$ cat src/rtl/mem_arbiter_pkg.sv
`default_nettype none
// ============================================================================
//  Module      : mem_arbiter_pkg
//  Description : Shared SoC definitions. Holds the arbiter state encoding,
//                the SoC address map and a range-check helper for the RAM.
//  Revision    : 1.0 - initial release
// ============================================================================
package mem_arbiter_pkg;

  // Arbiter transaction states; encoding is visible to debug tooling.
  typedef enum logic [1:0] {
    ST_IDLE  = 2'd0,
    ST_ISSUE = 2'd1,
    ST_RESP  = 2'd2
  } state_t;

  // SoC address map
  localparam logic [31:0] RAM_BASE    = 32'h0000_0000;
  localparam logic [31:0] IO_BASE     = 32'h8000_0000;
  localparam logic [31:0] IO_UART_TX  = 32'h8000_0000;
  localparam logic [31:0] IO_UART_ST  = 32'h8000_0004;
  localparam logic [31:0] IO_LEDS     = 32'h8000_0008;

  localparam int unsigned WORD_BYTES  = 4;

  // True when a byte address lies at or beyond the end of the RAM.
  function automatic logic addr_out_of_range(input logic [63:0] addr,
                                             input logic [63:0] mem_words);
    return addr >= (mem_words * 64'(WORD_BYTES));
  endfunction

endpackage
`default_nettype wire

$ cat src/rtl/mem_arbiter_if.sv
`default_nettype none
// ============================================================================
//  Module      : mem_arbiter_if
//  Description : Bus bundle between two requesters, the arbiter and the RAM.
//                Upper-case signals are driven by the requesters / RAM,
//                lower-case signals by the arbiter.
//  Ports       : Mx_VALID/ADDR/WDATA/WMASK  request from requester x
//                mx_ready/rvalid/rdata      accept pulse, completion, data
//                ram_addr/wdata/wmask       RAM command
//                RAM_RDATA                  RAM read data (1-cycle latency)
//  Revision    : 1.0 - initial release
// ============================================================================
interface mem_arbiter_if #(
  parameter int ADDR_WIDTH = 32
);
  logic                  M0_VALID;
  logic [ADDR_WIDTH-1:0] M0_ADDR;
  logic [31:0]           M0_WDATA;
  logic [3:0]            M0_WMASK;
  logic                  m0_ready;
  logic                  m0_rvalid;
  logic [31:0]           m0_rdata;

  logic                  M1_VALID;
  logic [ADDR_WIDTH-1:0] M1_ADDR;
  logic [31:0]           M1_WDATA;
  logic [3:0]            M1_WMASK;
  logic                  m1_ready;
  logic                  m1_rvalid;
  logic [31:0]           m1_rdata;

  logic [ADDR_WIDTH-1:0] ram_addr;
  logic [31:0]           ram_wdata;
  logic [3:0]            ram_wmask;
  logic [31:0]           RAM_RDATA;

  // Arbiter side
  modport slave (
    input  M0_VALID, M0_ADDR, M0_WDATA, M0_WMASK,
    input  M1_VALID, M1_ADDR, M1_WDATA, M1_WMASK,
    input  RAM_RDATA,
    output m0_ready, m0_rvalid, m0_rdata,
    output m1_ready, m1_rvalid, m1_rdata,
    output ram_addr, ram_wdata, ram_wmask
  );

  // Requester / RAM side
  modport master (
    output M0_VALID, M0_ADDR, M0_WDATA, M0_WMASK,
    output M1_VALID, M1_ADDR, M1_WDATA, M1_WMASK,
    output RAM_RDATA,
    input  m0_ready, m0_rvalid, m0_rdata,
    input  m1_ready, m1_rvalid, m1_rdata,
    input  ram_addr, ram_wdata, ram_wmask
  );
endinterface
`default_nettype wire

$ cat src/rtl/mem_arbiter_rr_arbiter2.sv
`default_nettype none
// ============================================================================
//  Module      : rr_arbiter2
//  Description : Two-way round-robin grant. A lone request always wins;
//                on contention the requester not granted last wins.
//  Ports       : i_req[1:0]    request vector
//                i_last_grant  index of the most recently granted requester
//                o_grant[1:0]  one-hot grant (zero when no request)
//  Revision    : 1.0 - initial release
// ============================================================================
module rr_arbiter2 (
  input  wire logic [1:0] i_req,
  input  wire logic       i_last_grant,
  output logic      [1:0] o_grant
);

  always_comb begin
    o_grant = i_req;
    if (i_req == 2'b11) begin
      o_grant = i_last_grant ? 2'b01 : 2'b10;
    end
  end

endmodule
`default_nettype wire

$ cat src/rtl/mem_arbiter.sv
`default_nettype none
// ============================================================================
//  Module      : mem_arbiter
//  Description : Shares one single-port RAM between a CPU (requester 0) and
//                a loader/DMA (requester 1). Each transaction runs
//                IDLE -> ISSUE -> RESP; ready is seen in ISSUE and rvalid two
//                cycles later, giving one transaction every three cycles.
//  Ports       : CLK, RESET  clock, asynchronous active-high reset
//                bus         mem_arbiter_if.slave (requesters + RAM)
//  Revision    : 1.0 - initial release
// ============================================================================
module mem_arbiter
  import mem_arbiter_pkg::*;
#(
  parameter int ADDR_WIDTH = 32,
  parameter int MEM_WORDS  = 2048
) (
  input wire logic   CLK,
  input wire logic   RESET,
  mem_arbiter_if.slave bus
);

  state_t                state_q,  state_d;
  logic                  last_q,   last_d;    // 1: requester 1 granted last
  logic [ADDR_WIDTH-1:0] addr_q,   addr_d;
  logic [31:0]           wdata_q,  wdata_d;
  logic [3:0]            wmask_q,  wmask_d;
  logic                  oor_q,    oor_d;
  logic [1:0]            ready_q,  ready_d;
  logic [1:0]            rvalid_q, rvalid_d;
  logic [31:0]           rdata_q,  rdata_d;

  logic [1:0]            w_grant;
  logic [ADDR_WIDTH-1:0] w_sel_addr;
  logic [31:0]           w_sel_wdata;
  logic [3:0]            w_sel_wmask;
  logic                  w_sel_oor;

  rr_arbiter2 u_rr (
    .i_req        ({bus.M1_VALID, bus.M0_VALID}),
    .i_last_grant (last_q),
    .o_grant      (w_grant)
  );

  assign w_sel_addr  = w_grant[1] ? bus.M1_ADDR  : bus.M0_ADDR;
  assign w_sel_wdata = w_grant[1] ? bus.M1_WDATA : bus.M0_WDATA;
  assign w_sel_wmask = w_grant[1] ? bus.M1_WMASK : bus.M0_WMASK;
  assign w_sel_oor   = addr_out_of_range(64'(w_sel_addr), 64'(MEM_WORDS));

  always_comb begin
    state_d  = state_q;
    last_d   = last_q;
    addr_d   = addr_q;
    wdata_d  = wdata_q;
    wmask_d  = wmask_q;
    oor_d    = oor_q;
    ready_d  = 2'b00;
    rvalid_d = 2'b00;
    rdata_d  = 32'h0;
    case (state_q)
      ST_IDLE: begin
        // Requests are only looked at here; a VALID raised during
        // ISSUE/RESP simply waits until the FSM comes back to IDLE.
        if (|w_grant) begin
          state_d = ST_ISSUE;
          ready_d = w_grant;
          last_d  = w_grant[1];
          addr_d  = w_sel_addr;
          wdata_d = w_sel_wdata;
          wmask_d = w_sel_wmask;
          oor_d   = w_sel_oor;
        end
      end
      ST_ISSUE: state_d = ST_RESP;
      ST_RESP: begin
        // RAM_RDATA answers the address driven during ISSUE.
        state_d  = ST_IDLE;
        rvalid_d = last_q ? 2'b10 : 2'b01;
        rdata_d  = oor_q ? 32'h0 : bus.RAM_RDATA;
      end
      default: state_d = ST_IDLE;
    endcase
  end

  always_ff @(posedge CLK or posedge RESET) begin
    if (RESET) begin
      state_q  <= ST_IDLE;
      last_q   <= 1'b1;
      addr_q   <= '0;
      wdata_q  <= 32'h0;
      wmask_q  <= 4'h0;
      oor_q    <= 1'b0;
      ready_q  <= 2'b00;
      rvalid_q <= 2'b00;
      rdata_q  <= 32'h0;
    end else begin
      state_q  <= state_d;
      last_q   <= last_d;
      addr_q   <= addr_d;
      wdata_q  <= wdata_d;
      wmask_q  <= wmask_d;
      oor_q    <= oor_d;
      ready_q  <= ready_d;
      rvalid_q <= rvalid_d;
      rdata_q  <= rdata_d;
    end
  end

  assign bus.m0_ready  = ready_q[0];
  assign bus.m1_ready  = ready_q[1];
  assign bus.m0_rvalid = rvalid_q[0];
  assign bus.m1_rvalid = rvalid_q[1];
  assign bus.m0_rdata  = rvalid_q[0] ? rdata_q : 32'h0;
  assign bus.m1_rdata  = rvalid_q[1] ? rdata_q : 32'h0;

  assign bus.ram_addr  = addr_q;
  assign bus.ram_wdata = wdata_q;
  // Decoded from the state register so an asynchronous reset clears the
  // write enable in the same cycle it is asserted.
  assign bus.ram_wmask = (state_q == ST_ISSUE && !oor_q) ? wmask_q : 4'h0;

endmodule
`default_nettype wire

$ cat src/flat_wrapper.sv
// flat-port wrapper written by rule: the top's interface ports become plain ports
module mem_arbiter_flat import mem_arbiter_pkg::*;
#(
  parameter int ADDR_WIDTH = 32,
  parameter int MEM_WORDS  = 2048
)
  (CLK, RESET, bus_M0_VALID, bus_M0_ADDR, bus_M0_WDATA, bus_M0_WMASK, bus_M1_VALID, bus_M1_ADDR, bus_M1_WDATA, bus_M1_WMASK, bus_RAM_RDATA, bus_m0_ready, bus_m0_rvalid, bus_m0_rdata, bus_m1_ready, bus_m1_rvalid, bus_m1_rdata, bus_ram_addr, bus_ram_wdata, bus_ram_wmask);
  mem_arbiter_if #(.ADDR_WIDTH(ADDR_WIDTH)) bus_i ();
  input wire logic CLK;
  input wire logic RESET;
  input wire logic [$bits(bus_i.M0_VALID)-1:0] bus_M0_VALID;
  input wire logic [$bits(bus_i.M0_ADDR)-1:0] bus_M0_ADDR;
  input wire logic [$bits(bus_i.M0_WDATA)-1:0] bus_M0_WDATA;
  input wire logic [$bits(bus_i.M0_WMASK)-1:0] bus_M0_WMASK;
  input wire logic [$bits(bus_i.M1_VALID)-1:0] bus_M1_VALID;
  input wire logic [$bits(bus_i.M1_ADDR)-1:0] bus_M1_ADDR;
  input wire logic [$bits(bus_i.M1_WDATA)-1:0] bus_M1_WDATA;
  input wire logic [$bits(bus_i.M1_WMASK)-1:0] bus_M1_WMASK;
  input wire logic [$bits(bus_i.RAM_RDATA)-1:0] bus_RAM_RDATA;
  output wire logic [$bits(bus_i.m0_ready)-1:0] bus_m0_ready;
  output wire logic [$bits(bus_i.m0_rvalid)-1:0] bus_m0_rvalid;
  output wire logic [$bits(bus_i.m0_rdata)-1:0] bus_m0_rdata;
  output wire logic [$bits(bus_i.m1_ready)-1:0] bus_m1_ready;
  output wire logic [$bits(bus_i.m1_rvalid)-1:0] bus_m1_rvalid;
  output wire logic [$bits(bus_i.m1_rdata)-1:0] bus_m1_rdata;
  output wire logic [$bits(bus_i.ram_addr)-1:0] bus_ram_addr;
  output wire logic [$bits(bus_i.ram_wdata)-1:0] bus_ram_wdata;
  output wire logic [$bits(bus_i.ram_wmask)-1:0] bus_ram_wmask;
  assign bus_i.M0_VALID = bus_M0_VALID;
  assign bus_i.M0_ADDR = bus_M0_ADDR;
  assign bus_i.M0_WDATA = bus_M0_WDATA;
  assign bus_i.M0_WMASK = bus_M0_WMASK;
  assign bus_i.M1_VALID = bus_M1_VALID;
  assign bus_i.M1_ADDR = bus_M1_ADDR;
  assign bus_i.M1_WDATA = bus_M1_WDATA;
  assign bus_i.M1_WMASK = bus_M1_WMASK;
  assign bus_i.RAM_RDATA = bus_RAM_RDATA;
  assign bus_m0_ready = bus_i.m0_ready;
  assign bus_m0_rvalid = bus_i.m0_rvalid;
  assign bus_m0_rdata = bus_i.m0_rdata;
  assign bus_m1_ready = bus_i.m1_ready;
  assign bus_m1_rvalid = bus_i.m1_rvalid;
  assign bus_m1_rdata = bus_i.m1_rdata;
  assign bus_ram_addr = bus_i.ram_addr;
  assign bus_ram_wdata = bus_i.ram_wdata;
  assign bus_ram_wmask = bus_i.ram_wmask;
  mem_arbiter #(.ADDR_WIDTH(ADDR_WIDTH), .MEM_WORDS(MEM_WORDS)) u_core (.CLK(CLK), .RESET(RESET), .bus(bus_i));
endmodule
$ cat config.mk
export PLATFORM = sky130hd
export DESIGN_NAME = mem_arbiter_flat
export DESIGN_NICKNAME = d
export VERILOG_FILES = /design/src/rtl/mem_arbiter_pkg.sv /design/src/rtl/mem_arbiter_if.sv /design/src/rtl/mem_arbiter_rr_arbiter2.sv /design/src/rtl/mem_arbiter.sv /design/src/flat_wrapper.sv
export SDC_FILE = /design/constraint.sdc
export NUM_CORES = 1
export LEC_CHECK = 0
export CORE_AREA = 2 2 118 120
export CTS_CLUSTER_SIZE = 24
export DETAILED_ROUTE_END_ITERATION = 8
export DIE_AREA = 0 0 120 122
export GPL_ROUTABILITY_DRIVEN = 0
export HOLD_SLACK_MARGIN = 0.08
export MAX_ROUTING_LAYER = met4
export PLACE_DENSITY = 0.82
export SLEW_MARGIN = 20
export SYNTH_ARGS = -nofsm -noshare
export SYNTH_HDL_FRONTEND = slang
export SYNTH_HIERARCHICAL = 1
export SYNTH_SLANG_ARGS = --single-unit
$ cat constraint.sdc
create_clock -name CLK -period 6.9 [get_ports CLK]
set_clock_uncertainty 0.05 [all_clocks]
set_input_delay 1.38 -clock CLK [delete_from_list [all_inputs] [get_ports CLK]]
set_output_delay 1.38 -clock CLK [all_outputs]
set_load 0.02 [all_outputs]
==> flow_summary.json <==
{
  "clk_pin_slew_worst_paths_ns": 0.07,
  "hold_viol_final": 0,
  "p_leak_nw": 3.52,
  "max-vdd-ir-drop_mv": 0.180,
  "grt_setup_unrepaired": "no",
  "wirelength_mm": 14.6,
  "slew_headroom_pct": 44.0,
  "synth_top_family_by_area": "simple AND/OR/NAND/NOR gates",
  "post_drt_wl_per_cell_um": 15.3,
  "synth-xor-area-share_pct": 0,
  "grt_pass1_vias": 4503,
  "die-area_um2": 14600,
  "post_drt_via_cell_ratio": 4.69,
  "synth_seq_cells": 108,
  "drive_above_1_share_pct": 2.72,
  "fin_tns_setup_ns": 0,
  "crit_type": "in2reg",
  "ys.flop_type": "dfrtp_1",
  "synth-adder-area-share_pct": 0,
  "grt_max_degree": 86,
  "ys_seq_area_share_pct": 54.5,
  "ys_types": 26,
  "grt_use_total_pct": 20.2,
  "drt_iter0_drc": 196,
  "grt_pass1_wl_mm": 22.4,
  "cts_setup_buffers": 0,
  "synth-edff-count": 0,
  "ctsRootBufferMaster": "clkbuf_16",
  "critPathLaunchType": "input port",
  "num-fill-cells": 1094,
  "period_share_pct": 50.8,
  "die_x_um": 120,
  "worst_slew_pin_slew_ns": 0.840,
  "worstSkewPairLatency_ns": 0.33,
  "powerDensity_nw_per_um2": 323,
  "nets": 939,
  "slew_violations": 0,
  "area_delta_synth_final_pct": 69.6,
  "crit_arrival_ns": 3.71,
  "pin_count": 308,
  "cts_buffer_depth": 2,
  "hold_ws_ns": 0.417,
  "final_cell_mix": "clkdlybuf4s50_1, dfrtp_1, and2_1",
  "cts_tree": "built",
  "cts_buffers": 9,
  "synth_area_per_cell_um2": 10.4,
  "end_kind": "flop",
  "pre_cts_ws_ns": 2.93,
  "dpl-instance-area_um2": 8150,
  "design_area_um2": 8420,
  "period_minus_slack_ns": 3.50,
  "synth-compound-area-share_pct": 7.61,
  "cts_hold_buf": 0,
  "htreeDepth": 3,
  "synthesis.area_um2": 4960,
  "finalSetupViolCount": 0,
  "status": "complete, no violations",
  "dpl.hpwl_mm": 11.3,
  "n_antenna_cell": 0,
  "final_common_cell": "clkdlybuf4s50_1",
  "ant_nets": 0,
  "placedCellCount": 936,
  "power_mw": 2.72,
  "stdcell_count": 952,
  "vias": 4467,
  "worstPathMaxFanout": 85,
  "max_cap_violations": 0,
  "synth-simple-area-share_pct": 20.7,
  "portBuffers": 307,
  "synthArstFlopShare_pct": 100,
  "worst_slack_ns": 3.40,
  "syn_inst": 477,
  "num_rows": 43,
  "cts_resized": 0,
  "start_util_pct": 36.7,
  "fin_util_pct": 62.3,
  "clock_sinks": 108,
  "dr.pass1.iters": 5,
  "core_area_um2": 13500,
  "die_h_um": 122,
  "synth_nets": 649,
  "antenna_found_initial": 0,
  "yosysWarnings": 6,
  "drc": 0,
  "synth.area.mux_share_pct": 13.7,
  "max_freq_mhz": 285,
  "grt-ovfl-total": 0,
  "crit_required_ns": 7.10,
  "min_path_type": "reg2reg"
}
-- synthesized netlist by cell type (2+ instances only) --
master / n / area share (%)
mux2i_1: 68 / 14
and2_1: 103 / 13
inv_1: 3 / 0.23
dfrtp_1: 107 / 54
a21oi_1: 67 / 6.8
nand4_1: 2 / 0.25
nor2b_1: 2 / 0.25
nor4_1: 5 / 0.63
nor3_1: 2 / 0.20
nor2_1: 74 / 5.6
buf_2: 20 / 2.0
clkbuf_1: 9 / 0.68
buf_6: 2 / 0.45
-- registers in the layout, indices dropped and copies added (netlist names) --
register              cells
u_core/bus.ram_addr      32
u_core/bus.ram_wdata     32
u_core/rdata_q           32
u_core/wmask_q            4
u_core/ready_q            2
u_core/rvalid_q           2
u_core/state_q            2
u_core/last_q             1
u_core/oor_q              1
-- critical path, cell delays in order --
cell and delay, ns:
clkdlybuf4s50_1 0.53, a21boi_1 0.26, o21a_4 0.50, buf_4 0.74
nor2_1 0.11, a21oi_1 0.15
-- metal layers --
layer / part of all wire [%] / track usage (%) / up-vias
li1: - / - / 2159
met1: 39 / 22.8 / 2076
met5: 0 / - / -
met3: 6.8 / 4.21 / 32
met4: 2.7 / 8.60 / 0
met2: 51 / 34.8 / 200
-- cells by family (layout without fill, tap and decap cells) --
logic type | count (synthesis) | in the layout
buffers and inverters | 35 | 330
muxes | 68 | 68
AOI/OAI and AO/OA | 73 | 73
DFF | 108 | 108
and+or+nand+nor | 193 | 193
-- final timing paths --
path	from	endpoint	slack, ns	cells after the start
hold reg to reg	u_core/state_q[1]	u_core/state_q[1]	0.42	1
setup reg to reg	u_core/last_q	u_core/bus.ram_wdata[18]	4.38	6
hold / removal	u_core/state_q[1]	u_core/state_q[1]	0.42	1
max in group asynchronous	RESET	u_core/bus.ram_addr[25]	4.45	3
setup / recovery	bus_M0_VALID	u_core/bus.ram_wdata[18]	3.40	6
min in group asynchronous	RESET	u_core/rdata_q[27]	1.33	2
-- area by class of cell --
type / count / area, um2 / area share, %
tap: 180 / 225 / 2.68
clock buffer: 12 / 236 / 2.81
clock inverter: 4 / 26.3 / 0.312
inverter: 3 / 13.8 / 0.163
sequential: 108 / 2700 / 32.1
multi-input combinational: 334 / 2100 / 25.0
timing repair buffer: 311 / 3110 / 37.0
-- power by group --
part | internal, mW | switching, mW
sequential | 0.851 | 0.136
clock | 0.245 | 0.217
combinational | 0.587 | 0.680
total | 1.68 | 1.03
Note: power is estimated with default switching activity, not from simulation.
